File: src/rtl/pdm_multi.sv
// Multi-channel first-order PDM modulator with shadow/active double buffering and a global commit.
// Optional LFSR dither on the accumulator carry-in is enabled by defining PDM_MULTI_DITHER_EN.
module pdm_multi #(
    parameter int WIDTH    = 8,
    parameter int CHANNELS = 4,
    localparam int AW      = (CHANNELS > 1) ? $clog2(CHANNELS) : 1
) (
    input  logic                clk,
    input  logic                rst_n,
    input  logic [AW-1:0]       wr_addr,
    input  logic [WIDTH-1:0]    wr_data,
    input  logic                wr_en,
    input  logic                commit,
    input  logic [CHANNELS-1:0] ch_oe,
    output logic [CHANNELS-1:0] pdm_out,
    output logic [CHANNELS-1:0] pdm_oe,
    output logic                commit_ack
);

    logic                wr_valid;
    logic [CHANNELS-1:0] dith;
    logic [CHANNELS-1:0] bit_d;
    logic [CHANNELS-1:0] pdm_q;
    logic [CHANNELS-1:0] oe_q;
    logic                ack_q;

    // Indices past the last channel are dropped entirely, never aliased onto a real channel.
    assign wr_valid = wr_en && ({{(32-AW){1'b0}}, wr_addr} < 32'(CHANNELS));

`ifdef PDM_MULTI_DITHER_EN
    logic [7:0]          lfsr_q;
    logic [CHANNELS-1:0] dith_q;
    logic [CHANNELS-1:0] dith_d;

    for (genvar gi = 0; gi < CHANNELS; gi++) begin : g_dith
        assign dith_d[gi] = lfsr_q[gi % 8] ^ lfsr_q[(gi + 3) % 8];
    end

    always_ff @(posedge clk) begin
        if (!rst_n) begin
            lfsr_q <= 8'h01;
            dith_q <= '0;
        end else begin
            lfsr_q <= {^(lfsr_q & 8'h71), lfsr_q[7:1]};
            dith_q <= dith_d;
        end
    end

    assign dith = dith_q;
`else
    assign dith = '0;
`endif

    for (genvar gi = 0; gi < CHANNELS; gi++) begin : g_ch
        logic             wr_sel;
        logic [WIDTH-1:0] shadow_q;
        logic [WIDTH-1:0] shadow_d;
        logic [WIDTH-1:0] active_q;
        logic [WIDTH-1:0] active_d;
        logic [WIDTH-1:0] acc_q;
        logic [WIDTH:0]   sum;

        assign wr_sel = wr_valid && (wr_addr == AW'(gi));

        // Commit takes the post-write shadow, so a write in the commit cycle bypasses into active.
        always_comb begin
            shadow_d = shadow_q;
            if (wr_sel) begin
                shadow_d = wr_data;
            end
            active_d = active_q;
            if (commit) begin
                active_d = shadow_d;
            end
        end

        assign sum       = {1'b0, acc_q} + {1'b0, active_q} + (WIDTH+1)'(dith[gi]);
        assign bit_d[gi] = sum[WIDTH];

        always_ff @(posedge clk) begin
            if (!rst_n) begin
                shadow_q <= '0;
                active_q <= '0;
                acc_q    <= '0;
            end else begin
                shadow_q <= shadow_d;
                active_q <= active_d;
                acc_q    <= sum[WIDTH-1:0];
            end
        end
    end

    always_ff @(posedge clk) begin
        if (!rst_n) begin
            pdm_q <= '0;
            oe_q  <= '0;
            ack_q <= 1'b0;
        end else begin
            pdm_q <= bit_d;
            oe_q  <= ch_oe;
            ack_q <= commit;
        end
    end

    assign pdm_out    = pdm_q;
    assign pdm_oe     = oe_q;
    assign commit_ack = ack_q;

endmodule

File: config.mk
export PLATFORM = sky130hd
export DESIGN_NAME = pdm_multi
export DESIGN_NICKNAME = d
export VERILOG_FILES = /design/src/rtl/pdm_multi.sv
export SDC_FILE = /design/constraint.sdc
export NUM_CORES = 1
export LEC_CHECK = 0
export BUFFER_PORTS_ARGS = -buffer_cell sky130_fd_sc_hd__buf_2
export CAP_MARGIN = 20
export CORE_ASPECT_RATIO = 0.9
export CORE_UTILIZATION = 55
export CTS_BUF_LIST = sky130_fd_sc_hd__clkbuf_16
export DETAILED_ROUTE_END_ITERATION = 8
export PLACE_DENSITY_LB_ADDON = 0.2
export SYNTH_ARGS = -nofsm -noshare
export SYNTH_HDL_FRONTEND = slang
export SYNTH_SLANG_ARGS = --single-unit
File: constraint.sdc
create_clock -name clk -period 1.7 [get_ports clk]
set_input_delay 0.17 -clock clk [delete_from_list [all_inputs] [get_ports clk]]
set_output_delay 0.17 -clock clk [all_outputs]
set_load 0.01 [all_outputs]
After elaboration in Yosys (flattened, before gate mapping):

Cells that the tools add are included.
Widths: inputs -> output; s select.

* register bits: 105
* bits of input ports: 18

* add/sub/neg operators: 4
* equality and inequality tests: 3
* multiplexer cells: 4
* reduce and logical (&&, ||, !) cells: 5

Operators with widths (count)
* $add 8x8->9: 4
* $mux 8: 4
* $eq 2x2->1 const B: 2
* $logic_and 1x1->1: 4
* $eq 2x1->1 const B: 1
* $logic_not 2->1: 1

Depth between registers and ports, before layout:

* depth in word-level cells: 3
* mapped depth: 6
* depth with buffers taken out: 6

Worst setup path before layout:

No wires, ideal clock.

* path kind: register -> register
* start point: reg g_ch[2].active_q[0]
* end point: reg pdm_q[2], in the netlist pdm_out[2]
* library setup time: 116 ps
* arrival time: 1600 ps
* path slack: -16 ps
* stages on the path, launching flop included: 7
* buffers on the path: 0
* period minus slack after synthesis: 1716 ps
* cell sequence: dfxtp_1 ha_1 fa_1 a211oi_1 o21a_1 o21ai_0 o211a_1

* cells in the longest elaborated chain, start to end: 1

Ends and longest elaborated chain
* start: declaration: line 58 `logic [WIDTH-1:0] active_q;`
* start signal: assignment: line 87 `active_q <= active_d;`
* $add 8x8->9: line 77 `assign sum = {1'b0, acc_q} + {1'b0, active_q} + (WIDTH+1)'(dith[gi]);`
* end signal: assignment: line 99 `pdm_q <= bit_d;`
* end: declaration: line 23 `logic [CHANNELS-1:0] pdm_q;`

Every way passes these cells.
A chain may end at the register's enable or synchronous reset.

Worst setup path after layout:

* start point: reg g_ch[1].active_q[0]
* end point: reg g_ch[1].acc_q[6]

* cells in the longest elaborated chain, start to end: 1

Ends and longest elaborated chain
* start: declaration: line 58
* start signal: assignment: line 87
* $add 8x8->9: line 77
* end signal: assignment: line 88 `acc_q <= sum[WIDTH-1:0];`
* end: declaration: line 60 `logic [WIDTH-1:0] acc_q;`

Every way passes these cells.

==> summary.txt <==
CTS
  – Worst-path clk slew: 0.07 ns
  – Num Clock Sinks: 105
  – Maximum clock insertion buffer count: 2
  – Worst-skew pair later-pin latency: 0.33 ns
  – Root Buffer: clkbuf_16
  – CTS tree: built
  – H-tree depth: 3
  – CTS hold repair buffers: 0
  – Cts bufs inserted: 9

Timing
  – Relative slew slack: 64.8%
  – Final Slew Violations: 0
  – RSZ-0062 raised after global routing: true
  – Final Setup Violations: 0
  – Fmax: 596 MHz
  – Fin Setup TNS: 0 ns
  – Tcrit/Tclk final: 98.6%
  – Least-Margin Pin Slew: 0.527 ns
  – Worst setup margin: 0.0234 ns
  – Final hold violations: 0
  – Min Clock Period, post-route: 1.68 ns
  – Final setup skew: 0.00605 ns
  – Min Hold Slack: 0.0409 ns

Global routing
  – Maximum number of pins on one net before global-route repair: 97
  – Initial antenna violation count: 0
  – Total grt overflow: 0
  – Vias in the first global route: 3273
  – Global-route wire length before repair: 15.3 mm
  – GRT Resource Usage Total: 20.8%

Logic synthesis
  – Yosys warning count: 0
  – Synthesis-stage register bit count: 105
  – Post-synth EDFFs: 0
  – Distinct cells, synth: 46
  – Post-Synthesis Cells: 476
  – Syn_nets: 530
  – Mean Syn Cell Area: 10.1 sq um
  – Register area share after synthesis: 43.7%
  – Post-synth ARST share: 0%
  – Cell area after synthesis: 4810 sq um
  – Main synth FF type: dfxtp_1

Placement
  – Post-placement cell area: 5130 sq um
  – Final Wtd Congestion: 0.814
  – Post-place setup slack: -0.0917 ns
  – Port bufs: 26
  – Detailed-placement wirelength estimate: 5.99 mm

Cells and area
  – Multi-input gate area: 2670 sq um
  – Final Net Count: 560
  – N_diodes: 0
  – FF+latch area: 2110 sq um
  – Fillers: 654
  – Fin area: 5520 sq um
  – Share of post-route cells with drive strength above 1: 16.7%
  – Area grow syn2layout: 14.8%

Floorplanning
  – FP Rows: 31
  – Die Y: 90.8 um
  – Die area: 9130 sq um
  – IO Pins: 27
  – Initial Util: 58.3%
  – Die Wd: 101 um
  – Core ar.: 8260 sq um

Route
  – Initial DRC Count: 137
  – Vias: 3470
  – Vias per cell: 5.55
  – First-pass DRT Iterations: 4
  – WL per Instance: 14.5 um
  – Final WL: 9.05 mm
  – Drt drc: 0
  – DRT antenna net count: 0

Setup path
  – CP max FO: 3
  – Critical Path Source Type: flop
  – Crit path arrival time: 1.89 ns
  – Number of cells on the worst reg-to-reg path: 6
  – Worst Path Required: 1.91 ns
  – Crit end category: flop
  – Crit Path Class: reg -> reg

Pwr
  – Pwr/cell area: 1050 nW/um^2
  – Pleak: 2.76 nW
  – Peak VDD IR: 715 uV

Outcome
  – Status: finished, final reports clean

Worst hold path
  – Hold Path Stages: 2
  – Worst Hold Class: in -> reg

Flow run
  – MaxCap Viol Count: 0
## area by class of cell
class / count / share of cell area [%]
Clock buffer: 9 / 4.08
Clock inverter: 6 / 0.951
Inverter: 7 / 0.476
Multi-Input combinational cell: 339 / 48.4
Sequential cell: 105 / 38.2
Tap cell: 115 / 2.60
Timing Repair Buffer: 44 / 5.25
## cell families (layout without fill, tap and decap cells)
| group | after synthesis | in the layout | synth area share, % |
|---|---|---|---|
| compound gates | 118 | 118 | 18.1 |
| fa+ha+maj | 36 | 36 | 9.98 |
| xor+xnor | 4 | 4 | 0.728 |
| mux | 34 | 34 | 7.07 |
| buf+inv | 32 | 66 | 2.86 |
| simple gates | 147 | 147 | 17.6 |
| flops | 105 | 105 | 43.7 |
## layout by cell type, fill, tap and decap left out, types with 3 or more instances in the layout
cell type  Yosys  final
a31oi_1        5      5
nand3b_1       7      7
o211a_1       34     34
xor2_1         4      4
nand4_1        6      6
dfxtp_1      105     97
nor2_1        16     16
and2_1        18     18
nand2_1       40     40
mux2i_1       34     34
inv_1          7      9
o21bai_1       3      3
dfxtp_2        0      8
and3b_1        4      4
o21ai_0       31     22
a21oi_1       10      9
o211ai_1       4      4
o21a_1         4      4
a21o_1         7      7
a211oi_1      12      9
ha_4           0      4
clkbuf_16      0      9
fa_2           0      3
nor2b_1       32     32
o21ai_1        0      8
nor3b_1        4      4
buf_4          1     16
nor3_1         4      4
nor4b_1        4      4
ha_1          32     26
buf_2          5     26
## state kept, by name, summed over array words and instances, names as in the netlist
| signal | cells |
|---|---|
| commit_ack | 1 |
| g_ch.acc_q | 32 |
| g_ch.active_q | 32 |
| g_ch.shadow_q | 32 |
| pdm_oe | 4 |
| pdm_out | 4 |
## final timing paths
check | start | to | slack (ns)
setup / recovery | g_ch[1].active_q[0] | g_ch[1].acc_q[6] | 0.02
hold / removal | ch_oe[0] | pdm_oe[0] | 0.04
setup reg to reg | g_ch[1].active_q[0] | g_ch[1].acc_q[6] | 0.02
hold reg to reg | g_ch[3].active_q[4] | g_ch[3].active_q[4] | 0.49
## where the power goes
| group | internal [mW] | switching, mW | total, mW |
|---|---|---|---|
| Sequential | 2.68 | 0.0955 | 2.77 |
| Combinational | 0.491 | 0.602 | 1.09 |
| Clock | 1.11 | 0.839 | 1.95 |
## metal layers
metal  vias up  routed length [um]  track usage [%]
met5         -                   0                0
met4         0                  36             3.26
met3         5                 188             5.34
met2        39                4260             35.0
met1      1652                4570             27.3
li1       1774                   -                -
## stage by stage
| step | instances | util [%] | power [mW] |
|---|---|---|---|
| floorplan | 476 | - | 3.60 |
| global placement | 608 | 62.0 | 3.81 |
| detailed placement | 608 | 62.0 | 3.86 |
| CTS | 623 | 65.5 | 5.81 |
| global route | 625 | 66.9 | 6.12 |
| finish | 625 | 66.9 | 5.82 |
## what timing repair did
action | 4_1_cts | 5_1_grt
gates cloned | 0 | 0
endpoints found under the setup margin | 7 | 13
pin swaps | 1 | 13
buffers inserted | 0 | 2
endpoints found under the hold margin | 0 | 0
resized for setup | 4 | 31
## cells in the mapped netlist (2+ instances only)
cell type	number	share of area [%]
nor3b_1	4	0.62
xor2_1	4	0.73
and3b_1	4	0.73
nor4b_1	4	0.73
and2_1	18	2.3
nor2_1	16	1.2
o21bai_1	3	0.47
clkbuf_1	18	1.4
o211a_1	34	7.1
o211ai_1	4	0.62
inv_1	7	0.55
buf_2	5	0.52
nor4bb_1	2	0.42
o21a_1	4	0.62
a211oi_1	12	1.9
nor3_1	4	0.42
nand4b_1	2	0.36
dfxtp_1	105	44
o21ai_0	31	3.2
a21oi_1	10	1.0
nand3b_1	7	1.1
nand4_1	6	0.78
nor4b_2	2	0.62
fa_1	4	1.7
a21o_1	7	1.1
mux2i_1	34	7.1
ha_1	32	8.3
nand2_1	40	3.1
nor2b_1	32	4.2
a31oi_1	5	0.65
## critical path, cell delays in order, from the launching register on
cell and delay, ns:
dfxtp_2 0.34, ha_4 0.16, fa_2 0.34, a21o_1 0.18
a31o_2 0.27, mux2i_1 0.18, nand4_1 0.09
(Power assumes the default switching activity.)
